File: src/rtl/hazard_control_unit.sv
// Load-use / memory-wait / branch-flush hazard controller for the pipelined core.
// Control outputs are combinational from state and inputs; stall_count is registered.
module hazard_control_unit #(
  parameter int unsigned REG_W            = 5,
  parameter int unsigned LOAD_USE_BUBBLES = 1,
  parameter int unsigned CNT_W            = 16
) (
  input  logic             clk,
  input  logic             reset,
  input  logic             id_ex_memread,
  input  logic [REG_W-1:0] id_ex_rd,
  input  logic [REG_W-1:0] if_id_rs1,
  input  logic [REG_W-1:0] if_id_rs2,
  input  logic             if_id_use_rs1,
  input  logic             if_id_use_rs2,
  input  logic             ex_mem_memread,
  input  logic             ex_mem_memwrite,
  input  logic             dmem_ready,
  input  logic             ex_branch_taken,
  input  logic             cnt_clear,
  output logic             pc_write,
  output logic             if_id_write,
  output logic             control_mux_sel,
  output logic             if_id_flush,
  output logic             pipe_freeze,
  output logic [CNT_W-1:0] stall_count
);

  localparam int unsigned REM_W = 3;
  localparam logic [REM_W-1:0] REM_INIT = REM_W'(LOAD_USE_BUBBLES - 1);

  typedef enum logic {IDLE, STALL} state_t;

  state_t           state, next_state;
  logic [REM_W-1:0] remain, remain_n;
  logic             hazard;
  logic             mem_wait;

  // x0 is hardwired zero, so a load targeting it never creates a dependency
  assign hazard = id_ex_memread && (id_ex_rd != '0) &&
                  ((if_id_use_rs1 && (id_ex_rd == if_id_rs1)) ||
                   (if_id_use_rs2 && (id_ex_rd == if_id_rs2)));

  assign mem_wait = (ex_mem_memread || ex_mem_memwrite) && !dmem_ready;

  always_ff @(posedge clk or posedge reset) begin
    if (reset) begin
      state  <= IDLE;
      remain <= '0;
    end else begin
      state  <= next_state;
      remain <= remain_n;
    end
  end

  // Priority: memory freeze, then branch flush, then pending/new load-use stall
  always_comb begin
    next_state      = state;
    remain_n        = remain;
    pc_write        = 1'b1;
    if_id_write     = 1'b1;
    control_mux_sel = 1'b1;
    if_id_flush     = 1'b0;
    pipe_freeze     = 1'b0;
    if (mem_wait) begin
      pc_write    = 1'b0;
      if_id_write = 1'b0;
      pipe_freeze = 1'b1;
    end else if (ex_branch_taken) begin
      if_id_flush     = 1'b1;
      control_mux_sel = 1'b0;
      next_state      = IDLE;
      remain_n        = '0;
    end else if (state == STALL) begin
      pc_write        = 1'b0;
      if_id_write     = 1'b0;
      control_mux_sel = 1'b0;
      if (remain == REM_W'(1)) begin
        next_state = IDLE;
        remain_n   = '0;
      end else begin
        remain_n = remain - REM_W'(1);
      end
    end else if (hazard) begin
      pc_write        = 1'b0;
      if_id_write     = 1'b0;
      control_mux_sel = 1'b0;
      if (LOAD_USE_BUBBLES > 1) begin
        next_state = STALL;
        remain_n   = REM_INIT;
      end
    end
  end

  // Saturating count of cycles in which the PC was held
  always_ff @(posedge clk or posedge reset) begin
    if (reset) begin
      stall_count <= '0;
    end else if (cnt_clear) begin
      stall_count <= '0;
    end else if (!pc_write && (stall_count != '1)) begin
      stall_count <= stall_count + CNT_W'(1);
    end
  end

endmodule

File: config.mk
export PLATFORM = sky130hd
export DESIGN_NAME = hazard_control_unit
export DESIGN_NICKNAME = d
export VERILOG_FILES = /design/src/rtl/hazard_control_unit.sv
export SDC_FILE = /design/constraint.sdc
export NUM_CORES = 1
export LEC_CHECK = 0
export ABC_AREA = 1
export CORE_ASPECT_RATIO = 1.1
export CORE_MARGIN = 3
export CORE_UTILIZATION = 51
export CTS_BUF_LIST = sky130_fd_sc_hd__clkbuf_16
export DETAILED_ROUTE_END_ITERATION = 6
export HOLD_SLACK_MARGIN = 0.12
export PLACE_DENSITY = 0.95
export SLEW_MARGIN = 20
export SYNTH_ARGS = -nofsm -noshare
export SYNTH_HDL_FRONTEND = slang
export SYNTH_SLANG_ARGS = --single-unit
File: constraint.sdc
create_clock -name clk -period 2.78 [get_ports clk]
set_input_delay 0.278 -clock clk [delete_from_list [all_inputs] [get_ports clk]]
set_output_delay 0.278 -clock clk [all_outputs]
set_load 0.05 [all_outputs]
==> results of run 1 <==
==> layout by cell type (no fill, tap or decap) <==
master           Yosys  layout
nand2_1             81      81
clkdlybuf4s50_1      0      43
nor2_1              28      28
inv_1               25      25
nand3_1             22      22
dfrtp_1             20      20
inv_2                8       8
xor2_1               8       8
nand4_1              4       4
nor3_1               4       4
a21oi_1              4       4
nand3_4              3       3
o21ai_1              3       3
ha_1                 3       3
clkbuf_16            0       3
buf_4                2       3
o21ai_0              2       2
nor2_2               2       2
xnor2_1              2       2
bufinv_8             1       1
nand3_2              1       1
nand2_2              1       1
nor2_4               1       1
clkinv_2             1       1
nand2_4              1       1
nor4_1               1       1
o31ai_1              1       1
nor3b_1              1       1
==> worst max path at each step <==
stage,startpoint,end,slack (ns),cells after the start
CTS,id_ex_rd[0],control_mux_sel,0.37,9
global placement,id_ex_rd[2],control_mux_sel,0.41,9
finish,id_ex_rd[0],control_mux_sel,0.38,9
detailed placement,id_ex_rd[0],control_mux_sel,0.38,9
floorplan,ex_mem_memwrite,pc_write,0.11,6
global route,id_ex_rd[3],control_mux_sel,0.29,10
==> flip-flops by register name, indices dropped and copies added, names as in the netlist <==
signal and cells:
state 1, stall_count 16, remain 3
==> critical path, delay by kind of cell <==
kind / cells / cell delay (ns)
buffers and inverters: 4 / 1.42
AOI/OAI and AO/OA: 1 / 0.17
and+or+nand+nor: 4 / 0.28
==> kinds of logic (layout without fill, tap and decap cells) <==
family	after synthesis	after routing	synth area share
buffers and inverters	41	84	0.124
xor gates and xnor gates	10	10	0.0564
DFF	20	20	0.322
adders and majority gates	3	3	0.0242
AOI/OAI and AO/OA	10	10	0.0338
and+or+nand+nor	150	150	0.439
==> per-stage QoR <==
step                       util  instance area (µm²)  hold slack (ns)  worst slack [ns]  instances
final                     0.734                 2080            0.464             0.381        310
after global routing      0.734                 2080            0.520             0.288        310
after CTS                 0.734                 2080            0.491             0.374        310
after detailed placement  0.708                 2000            0.490             0.381        307
after global placement    0.708                 2000            0.470             0.413        307
after floorplan               -                 1550            0.242             0.106        234
==> power groups by stage <==
stage	registers [mW]	clock network (mW)	logic (mW)
after floorplan	0.356	0	0.126
after global placement	0.334	0	0.221
after detailed placement	0.335	0	0.231
after CTS	0.331	0.291	0.232
after global routing	0.334	0.301	0.256
final	0.331	0.282	0.232
==> synth_stat cells (2+ instances only) <==
| cell | count |
|---|---|
| xor2_1 | 8 |
| inv_1 | 25 |
| nor3_1 | 4 |
| nand2_1 | 81 |
| nor2_1 | 28 |
| dfrtp_1 | 20 |
| ha_1 | 3 |
| inv_2 | 8 |
| nor2_2 | 2 |
| o21ai_1 | 3 |
| xnor2_1 | 2 |
| a21oi_1 | 4 |
| buf_4 | 2 |
| buf_6 | 2 |
| nand3_1 | 22 |
| o21ai_0 | 2 |
| nand4_1 | 4 |
| nand3_4 | 3 |
==> area by class of cell <==
type | count | area [µm²] | area share
Tap cell | 33 | 41.3 | 0.0199
Inverter | 35 | 146 | 0.0705
Sequential cell | 20 | 500 | 0.241
Clock buffer | 3 | 75.1 | 0.0362
Timing Repair Buffer | 46 | 453 | 0.218
Multi-Input combinational cell | 173 | 860 | 0.414
==> routing by layer <==
layer	global-route usage	part of all wire	vias up
met5	0	0	-
met4	0.0680	0.0068	0
met3	0.0283	0.067	2
met2	0.366	0.51	61
met1	0.255	0.42	714
li1	-	-	807
==> results.cfg, run 1 <==
[run_status]
status = finished clean

[detailed_routing]
vias = 1584
drc_errors = 0
wl_per_cell_um = 11.9
drt-vias-per-instance = 5.11
wirelength_um = 3700
antenna_left = 0
dr.first_iter.drc_count = 79
drt_pre_antenna_iters = 4

[global_route]
grt_pass1_wl_um = 6190
overflow = 0
grt.total_usage = 0.207
grt_pass1_vias = 1434
grt_max_degree = 21
antenna_found_initial = 0

[sta]
timing.final.crit_share = 0.863
min_period_ns = 2.40
max_freq_mhz = 417
drv_slew = 0
finalClockSkew_ns = 0.00130
slew_headroom = 0.498
rsz0062_at_grt = false
fin_tns_setup_ns = 0
setup_viol = 0
worstMarginPinSlew_ns = 0.752
hold_viol = 0

[setup_path]
reg2reg_to = stall_count[2]
cp.required_ns = 2.50
crit_slowest_cell = clkdlybuf4s50_1
ff2ff_setup_slack_ns = 0.76
critPathKind = input port to output port
start_kind = input port
crit_fanout = 4
arrival_ns = 2.12
end_kind = output port
r2r_cells = 12
crit_chain = clkdlybuf4s50_1, inv_1, nand4_1, o21ai_0, inv_1, nand2_1, nand3_1, nand2_1, clkdlybuf4s50_1
r2r_start = stall_count[0]
cp_slowest_stage_delay_ns = 0.80

[clock_network]
cts_root_buffer = clkbuf_16
cts_tree = done
post_cts_buffers = 0
cts_buffers = 3
h-tree-depth = 1
cts_max_path_buffers = 2
ctsHoldBuffers = 0
cts_sinks = 20
cts_resized = 0
insertion_delay_ns = 0.25
clkSlewWorstSetupHoldPaths_ns = 0.05

[pwr]
ir_worst_vdd_mv = 0.503
p_int_mw = 0.592
swShare = 0.299
p_comb_frac = 0.274
clkPwrFrac = 0.333
finalPower_mw = 0.845
power_switching_mw = 0.253
p_seq_frac = 0.392
p_per_area_nw_per_um2 = 407
leakagePower_nw = 1.02

[synth]
syn_inst = 234
syn_area_um2 = 1550
yosysUniqueCellTypes = 29
async_reset_ff_frac = 1.00
yosysWarningCount = 0
yosysSeqAreaShare = 0.322
syn_nets = 262
syn_area_per_cell_um2 = 6.64
yosysTopAreaCellShare = 0.322
yosysTopAreaCell = dfrtp_1
ys_ff_latch = 20
synthFlopType = dfrtp_1
synth-edff-count = 0
yosys-top-cells-area = dfrtp_1, nand2_1, nand3_1, nor2_1, inv_1

[die]
fp.dieH_um = 63.9
dieArea_um2 = 3740
io_pins = 46
start_util = 0.549
num_rows = 20
die_w_um = 58.6
core_um2 = 2830

[placement]
portBuffers = 45
dp_hpwl_um = 2820
place.gp.congestion = 0.849

[layout]
synthToLayoutAreaGrowth_pct = 33.7
antennaDiodeCount = 0
nNetsFinal = 307
fillerInstances = 211
layout-drive-gt1-share = 0.0903

[flow_run]
cap_viol_max_count = 0

[min_path]
hp-class = input port to async pin
Note: power is estimated with default switching activity, not from simulation.
==> run 2, diff against run 1 <==
Settings changed: PLACE_DENSITY 0.95 to 0.89.
==> results.cfg, run 2 (synthesis results as in run 1) <==
[run_status]
status = finished clean

[global_route]
met2_usage = 0.349
gr-usage-met1 = 0.256
grt_pass1_vias = 1459
grt-busiest-layer = met2
grt_pass1_wl_um = 6010
overflow = 0
grt.total_usage = 0.200
grt_max_degree = 21
antenna_found_initial = 0
grtUsageMet3 = 0.0222

[sta]
rsz0062_at_grt = false
min_period_ns = 2.37
drv_slew = 0
max_freq_mhz = 422
fin_tns_setup_ns = 0
hold_viol = 0
setup_viol = 0
slew_headroom = 0.493
timing.final.crit_share = 0.852
finalClockSkew_ns = 0.00356
worstMarginPinSlew_ns = 0.760

[placement]
dp_cells = 307
dp_hpwl_um = 2510
place.gp.congestion = 0.838
portBuffers = 45

[setup_path]
arrival_ns = 2.09
r2r_cells = 12
cp_slowest_stage_delay_ns = 0.79
reg2reg_to = stall_count[14]
cpLargestDelayFamily = buffers and inverters
crit_slowest_cell = clkdlybuf4s50_1
r2r_start = stall_count[0]
ff2ff_setup_slack_ns = 0.75
critPathKind = input port to output port
crit_chain = clkdlybuf4s50_1, inv_2, nand4_1, o21ai_0, inv_1, nand2_1, nand3_1, nand2_1, clkdlybuf4s50_1
end_kind = output port
cp.required_ns = 2.50
start_kind = input port
path_buf_inv = 4
crit_fanout = 3

[layout]
nNetsFinal = 307
largest_reg_flops = 16
antennaDiodeCount = 0
layout_commonest_cell = nand2_1
regMostFlops = stall_count
synthToLayoutAreaGrowth_pct = 33.7
instances_no_fill = 310
top_regs = stall_count x16, remain x3, state x1
final_cell_mix = nand2_1, clkdlybuf4s50_1, nor2_1
layout-drive-gt1-share = 0.0903

[die]
io_pins = 46
num_rows = 20
dieArea_um2 = 3740
die_w_um = 58.6
core_um2 = 2830
start_util = 0.549
fp.dieH_um = 63.9

[pwr]
power_switching_mw = 0.255
ir_worst_vdd_mv = 0.349
clkPwrFrac = 0.344
p_int_mw = 0.592
leakagePower_nw = 1.02
p_comb_frac = 0.268
p_per_area_nw_per_um2 = 408
swShare = 0.301
p_seq_frac = 0.388

[clock_network]
h-tree-depth = 1
cts_tree = done
clkSlewWorstSetupHoldPaths_ns = 0.05
ctsHoldBuffers = 0
cts_max_path_buffers = 2
post_cts_buffers = 0
cts_resized = 0
insertion_delay_ns = 0.25
cts_buffers = 3
cts_root_buffer = clkbuf_16
cts_sinks = 20

[min_path]
hp-class = input port to async pin

[detailed_routing]
wl_per_cell_um = 11.2
drt-vias-per-instance = 4.94
vias = 1530
antenna_left = 0
wirelength_um = 3460
drt_pre_antenna_iters = 4
drc_errors = 0
dr.first_iter.drc_count = 82

[flow_run]
cap_viol_max_count = 0
## run 2: cell counts in the layout (fill, tap and decap cells not counted)
Identical to the previous run, type by type.
## run 2: how the worst max path moves through the flow
stage / startpoint / to / slack (ns) / depth (start not counted)
after floorplan: ex_mem_memwrite / pc_write / 0.11 / 6
after global placement: id_ex_rd[2] / control_mux_sel / 0.41 / 9
final: id_ex_rd[2] / control_mux_sel / 0.41 / 9
after CTS: id_ex_rd[2] / control_mux_sel / 0.39 / 9
after global routing: id_ex_rd[4] / control_mux_sel / 0.24 / 11
after detailed placement: id_ex_rd[2] / control_mux_sel / 0.39 / 9
## run 2: metrics by stage
stage	setup slack (ns)	hold WS (ns)	cell area (µm²)	total power, mW	util
4_1_cts	0.391	0.499	2080	0.853	0.734
6_report	0.411	0.469	2080	0.847	0.734
5_1_grt	0.240	0.532	2080	0.891	0.734
3_5_place_dp	0.392	0.488	2000	0.563	0.708
2_1_floorplan	0.106	0.242	1550	0.482	-
3_3_place_gp	0.406	0.466	2000	0.557	0.708
## run 2: power by group through the flow
stage          Sequential [mW]  Combinational (mW)  Clock, mW
2_1_floorplan            0.356               0.126          0
3_3_place_gp             0.333               0.223          0
3_5_place_dp             0.334               0.229          0
4_1_cts                  0.329               0.230      0.295
5_1_grt                  0.333               0.251      0.308
6_report                 0.329               0.227      0.291
## run 2: layout make-up
cell class	count	area, µm²
inverter	35	146
sequential	20	500
clock buffer	3	75.1
fill	232	752
timing repair buffer	46	453
multi-input combinational	173	860
tap	33	41.3
## run 2: layer usage
layer	share of wire	routed length, µm
met1	0.44	1500
met2	0.49	1700
met3	0.061	211
met4	0.012	41
met5	0	0
==> run 3, diff against run 2 <==
--- a/constraint.sdc
+++ b/constraint.sdc
@@ -3,2 +3,2 @@
 set_output_delay 0.278 -clock clk [all_outputs]
-set_load 0.05 [all_outputs]
+set_load 0.1 [all_outputs]
==> results.cfg, run 3 (synthesis results as in run 1) <==
[run_status]
status = finished clean

[layout]
nNetsFinal = 307
final_util = 0.731
top_regs = stall_count x16, remain x3, state x1
layout_commonest_cell = nand2_1
layout-drive-gt1-share = 0.166
regMostFlops = stall_count
final_cell_mix = nand2_1, nor2_1, inv_1
synthToLayoutAreaGrowth_pct = 33.2
largest_reg_flops = 16
antennaDiodeCount = 0

[placement]
place.gp.congestion = 0.782
dp_hpwl_um = 2690
portBuffers = 45
dp_slack_ns = 0.669

[sta]
rsz0062_at_grt = false
setup_slack_ns = 0.686
drv_slew = 0
fin_tns_setup_ns = 0
slew_headroom = 0.507
setup_viol = 0
timing.final.crit_share = 0.753
min_period_ns = 2.09
max_freq_mhz = 478
worstMarginPinSlew_ns = 0.739
hold_viol = 0
finalClockSkew_ns = 0.00171

[global_route]
grt_pass1_vias = 1460
grt.total_usage = 0.200
grt_max_degree = 21
antenna_found_initial = 0
overflow = 0
grt_pass1_wl_um = 6070

[die]
core_um2 = 2830
fp.dieH_um = 63.9
die_w_um = 58.6
num_rows = 20
io_pins = 46
start_util = 0.549
dieArea_um2 = 3740

[setup_path]
start_kind = input port
arrival_ns = 1.82
critPathKind = input port to output port
end_kind = output port
ff2ff_setup_slack_ns = 0.72
crit_fanout = 4
cp.required_ns = 2.50

[detailed_routing]
drt-vias-per-instance = 5.02
wl_per_cell_um = 11.4
dr.first_iter.drc_count = 65
wirelength_um = 3540
drt_pre_antenna_iters = 5
drc_errors = 0
antenna_left = 0
vias = 1557

[clock_network]
cts_root_buffer = clkbuf_16
clkSlewWorstSetupHoldPaths_ns = 0.05
cts_resized = 0
cts_buffers = 3
cts_sinks = 20
cts_tree = done
post_cts_buffers = 0
insertion_delay_ns = 0.25
h-tree-depth = 1
ctsHoldBuffers = 0
cts_max_path_buffers = 2

[pwr]
p_per_area_nw_per_um2 = 435
leakagePower_nw = 1.07
ir_worst_vdd_mv = 0.319
finalPower_mw = 0.899

[min_path]
hp-class = input port to async pin

[flow_run]
cap_viol_max_count = 0
run 3: cell types whose count changed in the layout (fill, tap and decap cells not counted), sizes merged:
cell and delta:
clkdlybuf4s50 -19, buf +19
run 3: critical path: stages:
cell	delay, ns
clkdlybuf4s50_1	0.54
inv_2	0.05
nand2_1	0.05
nand2_1	0.05
nor2_1	0.10
nand3_1	0.07
nand2_1	0.07
nand2_1	0.07
nand3_1	0.14
nand2_1	0.17
buf_12	0.21
run 3: final timing paths:
kind	start	to	depth (start not counted)
worst max-delay path	id_ex_rd[4]	pc_write	11
worst min-delay path	reset	remain[0]	2
worst max register to register	stall_count[0]	stall_count[11]	12
worst min register to register	remain[1]	remain[1]	2
max in group asynchronous	reset	stall_count[6]	2
min in group clk	remain[1]	remain[1]	2
run 3: area by class of cell:
class | instances | area [µm²]
inverters | 35 | 146
multi-input cells | 173 | 875
fillers | 244 | 759
flip-flops and latches | 20 | 500
repair buffers | 46 | 430
clock buffers | 3 | 75.1
well taps | 33 | 41.3
run 3: stage by stage:
| stage | instances | hold slack (ns) | cell area [µm²] |
|---|---|---|---|
| 3_5_place_dp | 307 | 0.484 | 1990 |
| 2_1_floorplan | 234 | 0.242 | 1570 |
| 4_1_cts | 310 | 0.496 | 2070 |
| 6_report | 310 | 0.465 | 2070 |
| 5_1_grt | 310 | 0.524 | 2070 |
| 3_3_place_gp | 307 | 0.467 | 1990 |
run 3: where the power goes:
group,internal [mW],switching [mW]
clock network,0.189,0.0975
registers,0.312,0.0176
logic,0.0940,0.189
run 3: metal layers:
metal,up-vias,share of wire,GRT usage
li1,806,-,-
met1,689,0.42,0.247
met2,57,0.51,0.356
met3,5,0.058,0.0242
met4,0,0.013,0.0623
met5,-,0,0
